[config.mk]
export PLATFORM = sky130hd
export DESIGN_NAME = pipeline_ctrl_flat
export DESIGN_NICKNAME = d
export VERILOG_FILES = /design/src/rtl/pipeline_ctrl_if.sv /design/src/rtl/pipeline_ctrl.sv /design/src/flat_wrapper.sv
export SDC_FILE = /design/constraint.sdc
export NUM_CORES = 1
export LEC_CHECK = 0
export CELL_PAD_IN_SITES_DETAIL_PLACEMENT = 1
export CELL_PAD_IN_SITES_GLOBAL_PLACEMENT = 1
export CORE_MARGIN = 2
export CORE_UTILIZATION = 26
export CTS_CLUSTER_DIAMETER = 40
export CTS_CLUSTER_SIZE = 8
export DETAILED_ROUTE_END_ITERATION = 10
export PLACE_DENSITY_LB_ADDON = 0.3
export SYNTH_ARGS = -nofsm -noshare
export SYNTH_HDL_FRONTEND = slang
export SYNTH_SLANG_ARGS = --single-unit
[constraint.sdc]
create_clock -name CLK -period 1.84 [get_ports CLK]
set_input_delay 0.276 -clock CLK [delete_from_list [all_inputs] [get_ports CLK]]
set_output_delay 0.276 -clock CLK [all_outputs]
set_load 0.05 [all_outputs]
[src/rtl/pipeline_ctrl_if.sv]
// Hazard/status inputs and stage-control outputs between the datapath and pipeline_ctrl.
// PIPECTRL_PERF_EN adds the stall_cnt/flush_cnt performance counters to the bundle.
interface pipeline_ctrl_if;
   logic       ihit;
   logic       dhit;
   logic       exmem_dREN;
   logic       exmem_dWEN;
   logic       idex_MemRead;
   logic [4:0] idex_rt;
   logic [4:0] ifid_rs;
   logic [4:0] ifid_rt;
   logic       jump_id;
   logic       branch_taken;
   logic       halt_wb;
   logic       pc_WEN;
   logic       ifid_WEN;
   logic       ifid_flush;
   logic       idex_WEN;
   logic       idex_flush;
   logic       exmem_WEN;
   logic       exmem_flush;
   logic       memwb_WEN;
   logic       halted;
   logic       mem_timeout;
`ifdef PIPECTRL_PERF_EN
   logic [31:0] stall_cnt;
   logic [31:0] flush_cnt;
`endif

   modport master (
      output ihit, dhit, exmem_dREN, exmem_dWEN, idex_MemRead, idex_rt,
             ifid_rs, ifid_rt, jump_id, branch_taken, halt_wb,
`ifdef PIPECTRL_PERF_EN
      input  stall_cnt, flush_cnt,
`endif
      input  pc_WEN, ifid_WEN, ifid_flush, idex_WEN, idex_flush,
             exmem_WEN, exmem_flush, memwb_WEN, halted, mem_timeout
   );

   modport slave (
      input  ihit, dhit, exmem_dREN, exmem_dWEN, idex_MemRead, idex_rt,
             ifid_rs, ifid_rt, jump_id, branch_taken, halt_wb,
`ifdef PIPECTRL_PERF_EN
      output stall_cnt, flush_cnt,
`endif
      output pc_WEN, ifid_WEN, ifid_flush, idex_WEN, idex_flush,
             exmem_WEN, exmem_flush, memwb_WEN, halted, mem_timeout
   );
endinterface

[src/rtl/pipeline_ctrl.sv]
// Pipeline sequencer: stage enables/flushes, PC enable, RUN/DWAIT/HALTED FSM and data-wait watchdog.
// Optional PIPECTRL_PERF_EN macro adds stall and flush cycle counters.
module pipeline_ctrl #(
   parameter int DWAIT_MAX = 16
) (
   input  logic              CLK,
   input  logic              nRST,
   pipeline_ctrl_if.slave    bus
);

   typedef enum logic [1:0] {RUN, DWAIT, HALTED} state_e;

   localparam logic [4:0] WMAX = 5'(DWAIT_MAX);

   state_e     state_q, state_d;
   logic [4:0] wcnt_q, wcnt_d;
   logic       timeout_q, timeout_d;

   logic dstall, load_use;
   logic pc_wen, ifid_wen, ifid_fl, idex_wen, idex_fl, exmem_wen, exmem_fl, memwb_wen;

   assign dstall   = (bus.exmem_dREN | bus.exmem_dWEN) & ~bus.dhit;
   assign load_use = bus.idex_MemRead & (bus.idex_rt != 5'd0) &
                     ((bus.idex_rt == bus.ifid_rs) | (bus.idex_rt == bus.ifid_rt));

   always_ff @(posedge CLK or negedge nRST) begin
      if (!nRST) begin
         state_q   <= RUN;
         wcnt_q    <= 5'd0;
         timeout_q <= 1'b0;
      end else begin
         state_q   <= state_d;
         wcnt_q    <= wcnt_d;
         timeout_q <= timeout_d;
      end
   end

   always_comb begin
      state_d   = state_q;
      pc_wen    = 1'b0;
      ifid_wen  = 1'b0;
      ifid_fl   = 1'b0;
      idex_wen  = 1'b0;
      idex_fl   = 1'b0;
      exmem_wen = 1'b0;
      exmem_fl  = 1'b0;
      memwb_wen = 1'b0;

      // Reset and HALTED both leave every enable and flush low.
      if (nRST && state_q != HALTED) begin
         if (bus.halt_wb) begin
            state_d = HALTED;
         end else if (dstall) begin
            state_d = DWAIT;
         end else begin
            state_d   = RUN;
            pc_wen    = 1'b1;
            ifid_wen  = 1'b1;
            idex_wen  = 1'b1;
            exmem_wen = 1'b1;
            memwb_wen = 1'b1;
            if (bus.branch_taken) begin
               ifid_fl  = 1'b1;
               idex_fl  = 1'b1;
               exmem_fl = 1'b1;
            end else if (load_use) begin
               pc_wen   = 1'b0;
               ifid_wen = 1'b0;
               idex_fl  = 1'b1;
            end else if (bus.jump_id) begin
               ifid_fl = 1'b1;
            end else if (!bus.ihit) begin
               pc_wen  = 1'b0;
               ifid_fl = 1'b1;
            end
         end
      end

      if (state_q == DWAIT)
         wcnt_d = (wcnt_q == WMAX) ? wcnt_q : wcnt_q + 5'd1;
      else
         wcnt_d = 5'd0;
      timeout_d = timeout_q | (wcnt_d == WMAX);
   end

   assign bus.pc_WEN      = pc_wen;
   assign bus.ifid_WEN    = ifid_wen;
   assign bus.ifid_flush  = ifid_fl;
   assign bus.idex_WEN    = idex_wen;
   assign bus.idex_flush  = idex_fl;
   assign bus.exmem_WEN   = exmem_wen;
   assign bus.exmem_flush = exmem_fl;
   assign bus.memwb_WEN   = memwb_wen;
   assign bus.halted      = (state_q == HALTED);
   assign bus.mem_timeout = timeout_q;

`ifdef PIPECTRL_PERF_EN
   logic [31:0] stall_cnt_q, flush_cnt_q;

   // Stalls count only while the pipeline is live, not once halted.
   always_ff @(posedge CLK or negedge nRST) begin
      if (!nRST) begin
         stall_cnt_q <= 32'd0;
         flush_cnt_q <= 32'd0;
      end else begin
         if (state_q != HALTED && !pc_wen)
            stall_cnt_q <= stall_cnt_q + 32'd1;
         if (ifid_fl | idex_fl | exmem_fl)
            flush_cnt_q <= flush_cnt_q + 32'd1;
      end
   end

   assign bus.stall_cnt = stall_cnt_q;
   assign bus.flush_cnt = flush_cnt_q;
`endif

endmodule

[src/flat_wrapper.sv]
// flat-port wrapper written by rule: the top's interface ports become plain ports
module pipeline_ctrl_flat 
#(
   parameter int DWAIT_MAX = 16
)
  (CLK, nRST, bus_ihit, bus_dhit, bus_exmem_dREN, bus_exmem_dWEN, bus_idex_MemRead, bus_idex_rt, bus_ifid_rs, bus_ifid_rt, bus_jump_id, bus_branch_taken, bus_halt_wb, bus_pc_WEN, bus_ifid_WEN, bus_ifid_flush, bus_idex_WEN, bus_idex_flush, bus_exmem_WEN, bus_exmem_flush, bus_memwb_WEN, bus_halted, bus_mem_timeout);
  pipeline_ctrl_if bus_i ();
  input  logic CLK;
  input  logic nRST;
  input wire logic [$bits(bus_i.ihit)-1:0] bus_ihit;
  input wire logic [$bits(bus_i.dhit)-1:0] bus_dhit;
  input wire logic [$bits(bus_i.exmem_dREN)-1:0] bus_exmem_dREN;
  input wire logic [$bits(bus_i.exmem_dWEN)-1:0] bus_exmem_dWEN;
  input wire logic [$bits(bus_i.idex_MemRead)-1:0] bus_idex_MemRead;
  input wire logic [$bits(bus_i.idex_rt)-1:0] bus_idex_rt;
  input wire logic [$bits(bus_i.ifid_rs)-1:0] bus_ifid_rs;
  input wire logic [$bits(bus_i.ifid_rt)-1:0] bus_ifid_rt;
  input wire logic [$bits(bus_i.jump_id)-1:0] bus_jump_id;
  input wire logic [$bits(bus_i.branch_taken)-1:0] bus_branch_taken;
  input wire logic [$bits(bus_i.halt_wb)-1:0] bus_halt_wb;
  output wire logic [$bits(bus_i.pc_WEN)-1:0] bus_pc_WEN;
  output wire logic [$bits(bus_i.ifid_WEN)-1:0] bus_ifid_WEN;
  output wire logic [$bits(bus_i.ifid_flush)-1:0] bus_ifid_flush;
  output wire logic [$bits(bus_i.idex_WEN)-1:0] bus_idex_WEN;
  output wire logic [$bits(bus_i.idex_flush)-1:0] bus_idex_flush;
  output wire logic [$bits(bus_i.exmem_WEN)-1:0] bus_exmem_WEN;
  output wire logic [$bits(bus_i.exmem_flush)-1:0] bus_exmem_flush;
  output wire logic [$bits(bus_i.memwb_WEN)-1:0] bus_memwb_WEN;
  output wire logic [$bits(bus_i.halted)-1:0] bus_halted;
  output wire logic [$bits(bus_i.mem_timeout)-1:0] bus_mem_timeout;
  assign bus_i.ihit = bus_ihit;
  assign bus_i.dhit = bus_dhit;
  assign bus_i.exmem_dREN = bus_exmem_dREN;
  assign bus_i.exmem_dWEN = bus_exmem_dWEN;
  assign bus_i.idex_MemRead = bus_idex_MemRead;
  assign bus_i.idex_rt = bus_idex_rt;
  assign bus_i.ifid_rs = bus_ifid_rs;
  assign bus_i.ifid_rt = bus_ifid_rt;
  assign bus_i.jump_id = bus_jump_id;
  assign bus_i.branch_taken = bus_branch_taken;
  assign bus_i.halt_wb = bus_halt_wb;
  assign bus_pc_WEN = bus_i.pc_WEN;
  assign bus_ifid_WEN = bus_i.ifid_WEN;
  assign bus_ifid_flush = bus_i.ifid_flush;
  assign bus_idex_WEN = bus_i.idex_WEN;
  assign bus_idex_flush = bus_i.idex_flush;
  assign bus_exmem_WEN = bus_i.exmem_WEN;
  assign bus_exmem_flush = bus_i.exmem_flush;
  assign bus_memwb_WEN = bus_i.memwb_WEN;
  assign bus_halted = bus_i.halted;
  assign bus_mem_timeout = bus_i.mem_timeout;
  pipeline_ctrl #(.DWAIT_MAX(DWAIT_MAX)) u_core (.CLK(CLK), .nRST(nRST), .bus(bus_i));
endmodule
==> results by group, run 1 <==
Power and ir drop
  • Peak VDD IR: roughly 0.00054 V
  • P per Cell Area: between 400 and 500 mW/mm^2
  • Leakage dissipation: 0.538 nW
  • Total power: about 0.0006 W

Drt
  • Drt first pass iters: 2
  • Initial drt markers: 1
  • DR DRC count: 0
  • Wire per inst: around 13 um
  • Routed vias/inst: ~4.6
  • Via count: 656
  • ANT nets after route: 0
  • Final wirelength: between 1500 and 2000 um

Floorplanning
  • Die W: between 50 and 60 um
  • Io pins: 35
  • # rows: 17
  • Die Y: around 52 um
  • Core Area: about 0.0022 mm^2
  • Starting Density: 0.276
  • Die ar.: roughly 0.0028 mm^2

Cells and area
  • Most frequent cells in the layout: dlygate4sd2_1, buf_4, xnor2_1
  • Area occupied by registers: 201 um^2
  • Multi-input logic area: 464 um^2
  • Finished Core Util: 0.562
  • Synthesis-to-finish area growth: 103%
  • Fillers: roughly 250
  • Layout cells sized above 1: 0.383
  • Final cell count without fillers: ~140
  • Nets: around 140
  • Antenna diode count: 0

Placement
  • Port Buf Inserts: 34
  • Cells after DPL: about 140
  • Dpl ws: -376 ps
  • Gp weighted congestion: 0.709
  • Hpwl dp: approximately 1600 um

Worst setup path
  • Setup crit end kind: output pin
  • Cells along the critical path: buf_6 > or4_4 > o21a_1 > nor2b_4 > a21boi_4 > buf_12
  • Crit Path Max Fanout: 3
  • CP Data Required Time: ~1600 ps
  • CP startpoint kind: input port
  • CP max stage delay: ~520 ps
  • Type of the worst setup path: in2out
  • Crit path arrival time: around 1600 ps
  • Crit-path slowest cell: or4_4

Timing
  • Worst-Margin Slew: about 490 ps
  • Setup Viol. Count Final: 0
  • Fin. Hold Viols: 0
  • Final Critical Period: 1840 ps
  • RSZ-0062 raised after global routing: yes
  • Worst setup margin: 3.75 ps
  • Max-slew headroom: 0.674
  • Achievable clock frequency: approximately 540 MHz
  • Final Cycle Share: 0.998
  • Clock skew: 11.1 ps
  • Pins Over Slew Limit: 0

GRT
  • Largest net degree at the start of global routing: 13
  • Initial antenna violation count: 0
  • GRT Residual Overflow: 0
  • Vias in the first global route: between 700 and 800
  • GRT Total Usage: 0.156
  • Global-route wire length before repair: 3100 um

Clock network
  • Root buffer cell: clkbuf_4
  • H-tree depth reported by CTS: 1
  • CTS sink cnt: 8
  • Clock slew at reported path FFs: 60 ps
  • Longest Clk Path Bufs: 2
  • Clock Latency Late Sink: about 260 ps
  • Total CTS buffers: 3
  • CTS tree: yes

Synthesis
  • Seq/Total Area, Yosys: 0.328
  • Avg Cell Area, Syn: around 9.3 um^2
  • YS warnings: 0
  • Post-synth EDFFs: 0
  • Ys flop type: dfrtp_1
  • Synth Cell Area: a little over 600 um^2
  • Ys async rst share: 1.00
  • Syn Nets: slightly above 90
  • Cell variety after synth: 28
  • Cell count after synthesis: 66
  • Register bit total from synthesis: 8

Hold path
  • Worst min-delay path class: in2async

Status
  • Outcome: completed

Flow run
  • Max-cap violations: 0
metrics by stage:
| stage | setup TNS (ps) | hold WS [ps] | instance area, um^2 |
|---|---|---|---|
| floorplan | -9.65 | -19.6 | 667 |
| global placement | -1310 | 459 | 1170 |
| detailed placement | -1400 | 495 | 1170 |
| CTS | -47.8 | 366 | 1220 |
| global route | -166 | 384 | 1240 |
| finish | 0 | 356 | 1240 |
flip-flops by register name (all words and copies together), names as in the netlist:
register / flops
u_core.wcnt_q: 5
u_core.state_q: 2
u_core.bus.mem_timeout: 1
cell usage after synthesis, types with 2 or more instances:
cell type / n / area [um^2]
dfrtp_1: 8 / 200
buf_4: 2 / 15.0
nor2_1: 4 / 15.0
nand2_1: 4 / 15.0
xor2_1: 2 / 17.5
nand3_1: 4 / 20.0
and4bb_2: 2 / 25.0
nor2b_1: 2 / 12.5
ha_1: 2 / 25.0
a21oi_1: 2 / 10.0
o21ai_0: 3 / 15.0
xnor2_1: 11 / 96.3
inv_1: 3 / 11.3
nand2b_1: 2 / 12.5
o21a_1: 2 / 15.0
timing repair:
action / CTS / global route
endpoints found under the hold margin: 0 / 0
endpoints found under the setup margin: 4 / 5
pin swaps: 16 / 1
setup buffers: 3 / 2
gates cloned: 0 / 0
gates resized for setup: 35 / 2
hold buffers: 0 / 0
logic make-up (layout without fill, tap and decap cells):
kind of cell,Yosys count,after routing,synth area share
XOR/XNOR,13,13,0.186
flip-flops,8,8,0.328
AO/OA/AOI/OAI,14,14,0.158
buffers and inverters,5,54,0.0430
adder cells (fa/ha/maj),2,2,0.0410
AND/OR/NAND/NOR,24,24,0.244
report_power, final:
group	total [W]	switching (W)	leakage, nW	internal (W)
Clock	0.000136	0.0000611	0.0138	0.0000747
Sequential	0.000194	0.00000833	0.106	0.000185
Combinational	0.000285	0.000131	0.419	0.000154
Total	0.000615	0.000201	0.538	0.000414
per-layer routing:
metal / wire, um / GRT usage
met5: 0 / 0
met4: 14 / 0.0385
met3: 91 / 0.0343
met2: 1130 / 0.335
met1: 660 / 0.140
final timing paths:
kind	from	end	slack [ps]	cells after the start
max reg2reg	u_core.wcnt_q[0]	u_core.bus.mem_timeout	350	6
max in group asynchronous	nRST	u_core.state_q[0]	1320	2
min in group CLK	u_core.bus.mem_timeout	u_core.bus.mem_timeout	490	1
max	bus_idex_rt[1]	bus_ifid_WEN	4	6
min	nRST	u_core.wcnt_q[1]	360	2
min reg2reg	u_core.bus.mem_timeout	u_core.bus.mem_timeout	490	1
critical path: cells and delay by family:
kind                   cells  cell delay (ps)
and+or+nand+nor            2              680
AOI/OAI and AO/OA          2              360
buffers and inverters      2              240
area by class of cell:
| type | count | share of cell area |
|---|---|---|
| Clock buffer | 3 | 0.0181 |
| Inverter | 3 | 0.00906 |
| Multi-Input combinational cell | 53 | 0.374 |
| Sequential cell | 8 | 0.162 |
| Tap cell | 28 | 0.0282 |
| Timing Repair Buffer | 48 | 0.409 |
(Power assumes the default switching activity.)
==> inputs of run 2 (changes only) <==
--- a/config.mk
+++ b/config.mk
@@ -7,12 +7,13 @@
 export LEC_CHECK = 0
 export CELL_PAD_IN_SITES_DETAIL_PLACEMENT = 1
 export CELL_PAD_IN_SITES_GLOBAL_PLACEMENT = 1
+export CORE_ASPECT_RATIO = 1.75
 export CORE_MARGIN = 2
 export CORE_UTILIZATION = 26
-export CTS_CLUSTER_DIAMETER = 40
 export CTS_CLUSTER_SIZE = 8
 export DETAILED_ROUTE_END_ITERATION = 10
 export PLACE_DENSITY_LB_ADDON = 0.3
+export SKIP_CTS_REPAIR_TIMING = 1
 export SYNTH_ARGS = -nofsm -noshare
 export SYNTH_HDL_FRONTEND = slang
 export SYNTH_SLANG_ARGS = --single-unit
==> run 2 against run 1 <==
The flow now finishes with violations (negative setup slack); combinational power about the same; via count increased by 2.9%; routed wire length rose by 3.3%; sequential power about the same; clock skew is 7.4 ps lower; register-to-register slack got worse by 50 ps; flip-flop and latch count unchanged; critical path depth did not move; design area is 4.0% higher; critical endpoint is now bus_ifid_flush; largest cell class unchanged; largest power group unchanged.
==> results by group, run 2 (synthesis results as in run 1) <==
Clock network
  • Clock Latency Late Sink: 230 ps (was 260 ps)
  • H-tree depth reported by CTS: 1 (unchanged)
  • Longest Clk Path Bufs: 2 (unchanged)
  • Clock slew at reported path FFs: 40 ps (was 60 ps)
  • Total CTS buffers: 3 (unchanged)
  • CTS tree: yes (unchanged)
  • CTS sink cnt: 8 (unchanged)
  • Root buffer cell: clkbuf_8 (was clkbuf_4)

Timing
  • RSZ-0062 raised after global routing: yes (unchanged)
  • Achievable clock frequency: 531 MHz (was 545 MHz)
  • Setup Viol. Count Final: 3 (was 0)
  • Clock skew: 3.62 ps (was 11.1 ps)
  • Fin. Hold Viols: 0 (unchanged)
  • Pins Over Slew Limit: 0 (unchanged)
  • Max-slew headroom: 0.674 (about the same)
  • Final Cycle Share: 1.02 (was 0.998)
  • Worst setup margin: -43.2 ps (was 3.75 ps)
  • Setup TNS: -101 ps (was 0 ps)
  • Worst-Margin Slew: 487 ps (about the same)
  • Final Critical Period: 1880 ps (was 1840 ps)

Flow run
  • Max-cap violations: 0 (unchanged)

Worst setup path
  • Crit Path Max Fanout: 3 (unchanged)
  • Cells along the critical path: buf_6 > or4_4 > o21a_1 > nor2b_4 > a21oi_4 > buf_12 (was buf_6 > or4_4 > o21a_1 > nor2b_4 > a21boi_4 > buf_12)
  • Crit path arrival time: 1610 ps (was 1560 ps)
  • WP depth: 6 (unchanged)
  • Delay-heaviest family, CP: simple AND/OR/NAND/NOR gates (unchanged)
  • R2R Setup Slk: 300 ps (was 350 ps)
  • Type of the worst setup path: in2out (unchanged)
  • Launch point of the worst path: bus_idex_rt[4] (was bus_idex_rt[1])
  • CP Capture Point: bus_ifid_flush (was bus_ifid_WEN)
  • Crit-path slowest cell: or4_4 (unchanged)
  • R2R Path End: u_core.bus.mem_timeout (unchanged)
  • Buf+Inv Stages, Crit Path: 2 (unchanged)
  • FF-to-FF Start: u_core.wcnt_q[0] (unchanged)
  • CP Data Required Time: 1560 ps (about the same)
  • Setup crit end kind: output pin (unchanged)
  • Worst reg2reg path depth: 6 (unchanged)
  • CP startpoint kind: input port (unchanged)
  • CP max stage delay: 520 ps (about the same)

Drt
  • Via count: 675 (was 656)
  • Final wirelength: 1960 um (was 1890 um)
  • Routed vias/inst: 4.86 (was 4.59)
  • Initial drt markers: 0 (was 1)
  • Drt first pass iters: 1 (was 2)
  • ANT nets after route: 0 (unchanged)
  • Wire per inst: 14.1 um (was 13.2 um)
  • DR DRC count: 0 (unchanged)

Floorplanning
  • Starting Density: 0.272 (was 0.276)
  • # rows: 23 (was 17)
  • Core Area: 0.00224 mm^2 (was 0.00221 mm^2)
  • Die W: 40.6 um (was 52.5 um)
  • Die Y: 68.1 um (was 52.5 um)
  • Die ar.: 0.00277 mm^2 (was 0.00275 mm^2)
  • Io pins: 35 (unchanged)

Placement
  • Gp weighted congestion: 0.646 (was 0.709)
  • Port Buf Inserts: 34 (unchanged)
  • Dpl ws: -397 ps (was -376 ps)
  • Placed inst area: 0.00118 mm^2 (was 0.00117 mm^2)
  • Hpwl dp: 1650 um (was 1560 um)

Cells and area
  • Largest Register: u_core.wcnt_q (unchanged)
  • Antenna diode count: 0 (unchanged)
  • Fin area: 0.00129 mm^2 (was 0.00124 mm^2)
  • Largest register FFs: 5 (unchanged)
  • Most frequent cells in the layout: dlymetal6s2s_1, buf_4, xnor2_1 (was dlygate4sd2_1, buf_4, xnor2_1)
  • Nets: 143 (was 144)
  • Commonest non-fill, non-tap cell in the layout: dlymetal6s2s_1
  • Finished Core Util: 0.576 (was 0.562)
  • Layout cells sized above 1: 0.360 (was 0.383)
  • Synthesis-to-finish area growth: 112% (was 103%)

Status
  • Failing checks: negative setup slack
  • Outcome: finished, violations left (was completed)

Power and ir drop
  • P per Cell Area: 532 mW/mm^2 (was 495 mW/mm^2)
  • Leakage dissipation: 0.657 nW (was 0.538 nW)
  • Peak VDD IR: 0.000243 V (was 0.000536 V)
  • Total power: 0.000688 W (was 0.000615 W)

GRT
  • GRT Total Usage: 0.169 (was 0.156)
  • Initial antenna violation count: 0 (unchanged)
  • Largest net degree at the start of global routing: 13 (unchanged)
  • Vias in the first global route: 766 (was 730)
  • GRT Residual Overflow: 0 (unchanged)
  • Global-route wire length before repair: 3120 um (was 3100 um)

Hold path
  • Worst min-delay path class: in2async (unchanged)
[run 2: cell types whose count changed in the layout (fill, tap and decap cells not counted)]
cell | previous run | this run
clkdlybuf4s15_2 | 1 | 0
dlygate4sd2_1 | 14 | 0
clkbuf_4 | 3 | 0
dfrtp_2 | 1 | 0
clkbuf_2 | 0 | 2
buf_2 | 1 | 0
dlymetal6s2s_1 | 0 | 15
buf_6 | 3 | 1
clkbuf_8 | 0 | 3
dfrtp_1 | 7 | 8
[run 2: power by group]
part	switching (W)	internal, W
clock network	0.0000644	0.000141
logic	0.000131	0.000155
registers	0.0000101	0.000185
total	0.000206	0.000482
[run 2: cell type report]
| cell class | instances | area, um^2 |
|---|---|---|
| well taps | 25 | 31.3 |
| inverters | 3 | 11.3 |
| multi-input cells | 53 | 464 |
| repair buffers | 47 | 544 |
| fillers | 240 | 952 |
| clock buffers | 3 | 41.3 |
| flip-flops and latches | 8 | 200 |
[run 2: how the worst min path moves through the flow]
stage / end / slack (ps) / cells after the start
floorplan: u_core.bus.mem_timeout / -20 / 0
global placement: u_core.bus.mem_timeout / 450 / 1
detailed placement: u_core.bus.mem_timeout / 460 / 1
CTS: u_core.wcnt_q[0] / 400 / 2
global route: u_core.state_q[0] / 420 / 2
finish: u_core.state_q[0] / 400 / 2
[run 2: per-layer routing]
layer | global-route usage | part of all wire | wire (um) | vias to the layer above
met4 | 0.125 | 0.029 | 57 | 0
met1 | 0.138 | 0.26 | 518 | 316
met5 | 0 | 0 | 0 | -
met3 | 0.0584 | 0.086 | 169 | 4
li1 | - | - | - | 324
met2 | 0.304 | 0.62 | 1210 | 31
[run 2: per-stage QoR]
step	cells	hold slack [ps]
2_1_floorplan	66	-19.6
3_3_place_gp	133	454
3_5_place_dp	133	458
4_1_cts	136	401
5_1_grt	139	418
6_report	139	401
[run 2: worst register-to-register path, cell delays in order, from the launching register on]
cell,delay (ps)
dfrtp_1,380
inv_1,80
ha_1,190
and4bb_2,250
nand2b_1,150
o21ai_0,220
a41o_1,200
==> inputs of run 3 (changes only) <==
--- a/config.mk
+++ b/config.mk
@@ -9,8 +9,8 @@
 export CELL_PAD_IN_SITES_GLOBAL_PLACEMENT = 1
 export CORE_ASPECT_RATIO = 1.75
 export CORE_MARGIN = 2
-export CORE_UTILIZATION = 26
-export CTS_CLUSTER_SIZE = 8
+export CORE_UTILIZATION = 23
+export CTS_CLUSTER_SIZE = 14
 export DETAILED_ROUTE_END_ITERATION = 10
 export PLACE_DENSITY_LB_ADDON = 0.3
 export SKIP_CTS_REPAIR_TIMING = 1
==> constraint.sdc (replaced) <==
create_clock -name CLK -period 1.6 [get_ports CLK]
set_input_delay 0.24 -clock CLK [delete_from_list [all_inputs] [get_ports CLK]]
set_output_delay 0.24 -clock CLK [all_outputs]
set_load 0.05 [all_outputs]
==> run 3 against run 2 <==
The flow still finishes with violations (negative setup slack); sequential power grew 13%; sequential share of layout area fell by 1.3 points; global-route usage is 2.8 points lower; clock power rose by 16%; routed wire length rose by 14%; combinational power rose by 43%; total power is 26% higher; setup slack got worse by 150 ps.
==> results by group, run 3 (synthesis results as in run 1) <==
Status
  • Outcome: finished, violations left (unchanged)
  • Failing checks: negative setup slack (unchanged)

Floorplanning
  • Io pins: 35 (unchanged)
  • Starting Density: 0.242 (was 0.272)
  • Core Area: 0.00252 mm^2 (was 0.00224 mm^2)
  • Die Y: 72.2 um (was 68.1 um)
  • # rows: 24 (was 23)
  • Die ar.: 0.00310 mm^2 (was 0.00277 mm^2)
  • Die W: 43.0 um (was 40.6 um)

Power and ir drop
  • Logic pwr share: 0.470 (was 0.416)
  • Clock network power share: 0.275 (was 0.299)
  • Sw Share: 0.301 (was 0.299)
  • Int Power: 0.000608 W (was 0.000482 W)
  • Psw: 0.000262 W (was 0.000206 W)
  • P per Cell Area: 617 mW/mm^2 (was 532 mW/mm^2)
  • Power share of the sequential group: 0.255 (was 0.284)
  • Peak VDD IR: 0.000293 V (was 0.000243 V)
  • Leakage dissipation: 0.709 nW (was 0.657 nW)

Worst setup path
  • Crit Path Max Fanout: 3 (unchanged)
  • Type of the worst setup path: in2out (unchanged)
  • CP startpoint kind: input port (unchanged)
  • CP Data Required Time: 1360 ps (was 1560 ps)
  • R2R Setup Slk: 70 ps (was 300 ps)
  • Crit path arrival time: 1560 ps (was 1610 ps)
  • Setup crit end kind: output pin (unchanged)

Cells and area
  • Finished Core Util: 0.559 (was 0.576)
  • Largest register FFs: 5 (unchanged)
  • Largest Register: u_core.wcnt_q (unchanged)
  • Layout cells sized above 1: 0.417 (was 0.360)
  • Antenna diode count: 0 (unchanged)
  • Multi-input logic area: 500 um^2 (was 464 um^2)
  • Most frequent cells in the layout: dlymetal6s2s_1, buf_4, xnor2_1, buf_12, dfrtp_1 (was dlymetal6s2s_1, buf_4, xnor2_1)
  • Area occupied by registers: 200 um^2 (unchanged)
  • Fillers: 290 (was 240)
  • Synthesis-to-finish area growth: 131% (was 112%)
  • Nets: 149 (was 143)

Hold path
  • Worst min-delay path class: in2async (unchanged)

Timing
  • Worst setup margin: -195 ps (was -43.2 ps)
  • Max-slew headroom: 0.837 (was 0.674)
  • Setup Viol. Count Final: 8 (was 3)
  • Setup TNS: -1010 ps (was -101 ps)
  • Achievable clock frequency: ~560 MHz
  • Final Cycle Share: 1.12
  • Hold WS: 24.3 ps (was 401 ps)
  • Pins Over Slew Limit: 0 (unchanged)
  • Fin. Hold Viols: 0 (unchanged)
  • RSZ-0062 raised after global routing: yes (unchanged)
  • Final Critical Period: about 1800 ps
  • Worst-Margin Slew: 244 ps (was 487 ps)
  • Clock skew: 1.01 ps (was 3.62 ps)

Placement
  • Gp weighted congestion: 0.779 (was 0.646)
  • Port Buf Inserts: 34 (unchanged)
  • Hpwl dp: 1860 um (was 1650 um)
  • Dpl ws: -530 ps (was -397 ps)

GRT
  • Vias in the first global route: 778 (was 766)
  • GRT Residual Overflow: 0 (unchanged)
  • GRT Total Usage: 0.142 (was 0.169)
  • Met3 Use GR: 0.0249 (was 0.0584)
  • Met2 GRT Util: 0.303 (was 0.304)
  • Initial antenna violation count: 0 (unchanged)
  • Gr busiest metal: met2 (unchanged)
  • Largest net degree at the start of global routing: 11 (was 13)
  • GR Util met1: 0.107 (was 0.138)
  • Global-route wire length before repair: 3220 um (was 3120 um)

Drt
  • Initial drt markers: 2 (was 0)
  • Wire per inst: 15.3 um (was 14.1 um)
  • Drt first pass iters: 3 (was 1)
  • Final wirelength: 2230 um (was 1960 um)
  • Routed vias/inst: 4.80 (was 4.86)
  • ANT nets after route: 0 (unchanged)
  • Via count: 701 (was 675)
  • DR DRC count: 0 (unchanged)

Clock network
  • Longest Clk Path Bufs: 2 (unchanged)
  • Clock slew at reported path FFs: 40 ps (about the same)
  • H-tree depth reported by CTS: 1 (unchanged)
  • Clock Latency Late Sink: 230 ps (about the same)
  • Total CTS buffers: 3 (unchanged)
  • Root buffer cell: clkbuf_8 (unchanged)
  • CTS tree: yes (unchanged)
  • CTS sink cnt: 8 (unchanged)

Flow run
  • Max-cap violations: 0 (unchanged)
[run 3: cell types whose count changed in the layout (fill, tap and decap cells not counted), sizes merged]
cell / change
buf: +7
clkbuf: -1
[run 3: metrics by stage]
stage / cell area [um^2] / power [W] / cells
floorplan: 667 / 0.000381 / 66
global route: 1410 / 0.000909 / 146
finish: 1410 / 0.000870 / 146
detailed placement: 1220 / 0.000589 / 138
CTS: 1260 / 0.000834 / 141
global placement: 1220 / 0.000582 / 138
[run 3: power by group through the flow]
stage,clock network [W],registers [W],logic [W]
global placement,0,0.000225,0.000356
floorplan,0,0.000225,0.000156
global route,0.000257,0.000222,0.000431
CTS,0.000247,0.000223,0.000364
finish,0.000239,0.000221,0.000409
detailed placement,0,0.000226,0.000363
[run 3: per-layer routing]
layer  routed length [um]  vias to the layer above
met4                   41                        0
met5                    0                        -
met1                  623                      331
li1                     -                      335
met2                 1440                       31
met3                  126                        4
[run 3: layout make-up]
cell class / count / share of cell area
timing repair buffer: 53 / 0.442
multi-input combinational: 53 / 0.355
sequential: 8 / 0.142
clock buffer: 3 / 0.0293
tap: 26 / 0.0231
inverter: 3 / 0.00799
[run 3: path summary, 6_finish.rpt]
check	startpoint	endpoint	depth (start not counted)
worst min-delay path	nRST	u_core.wcnt_q[1]	2
worst max-delay path	bus_idex_rt[3]	bus_ifid_WEN	6
worst max register to register	u_core.wcnt_q[0]	u_core.bus.mem_timeout	6
worst min register to register	u_core.bus.mem_timeout	u_core.bus.mem_timeout	1
max in group asynchronous	nRST	u_core.wcnt_q[2]	2
min in group CLK	nRST	u_core.state_q[0]	3
[run 3: worst max-delay path, stage by stage]
cell and delay [ps]:
buf_6 90, or4_1 510, o21a_1 230, nor2b_4 170, a21boi_4 160, buf_12 150
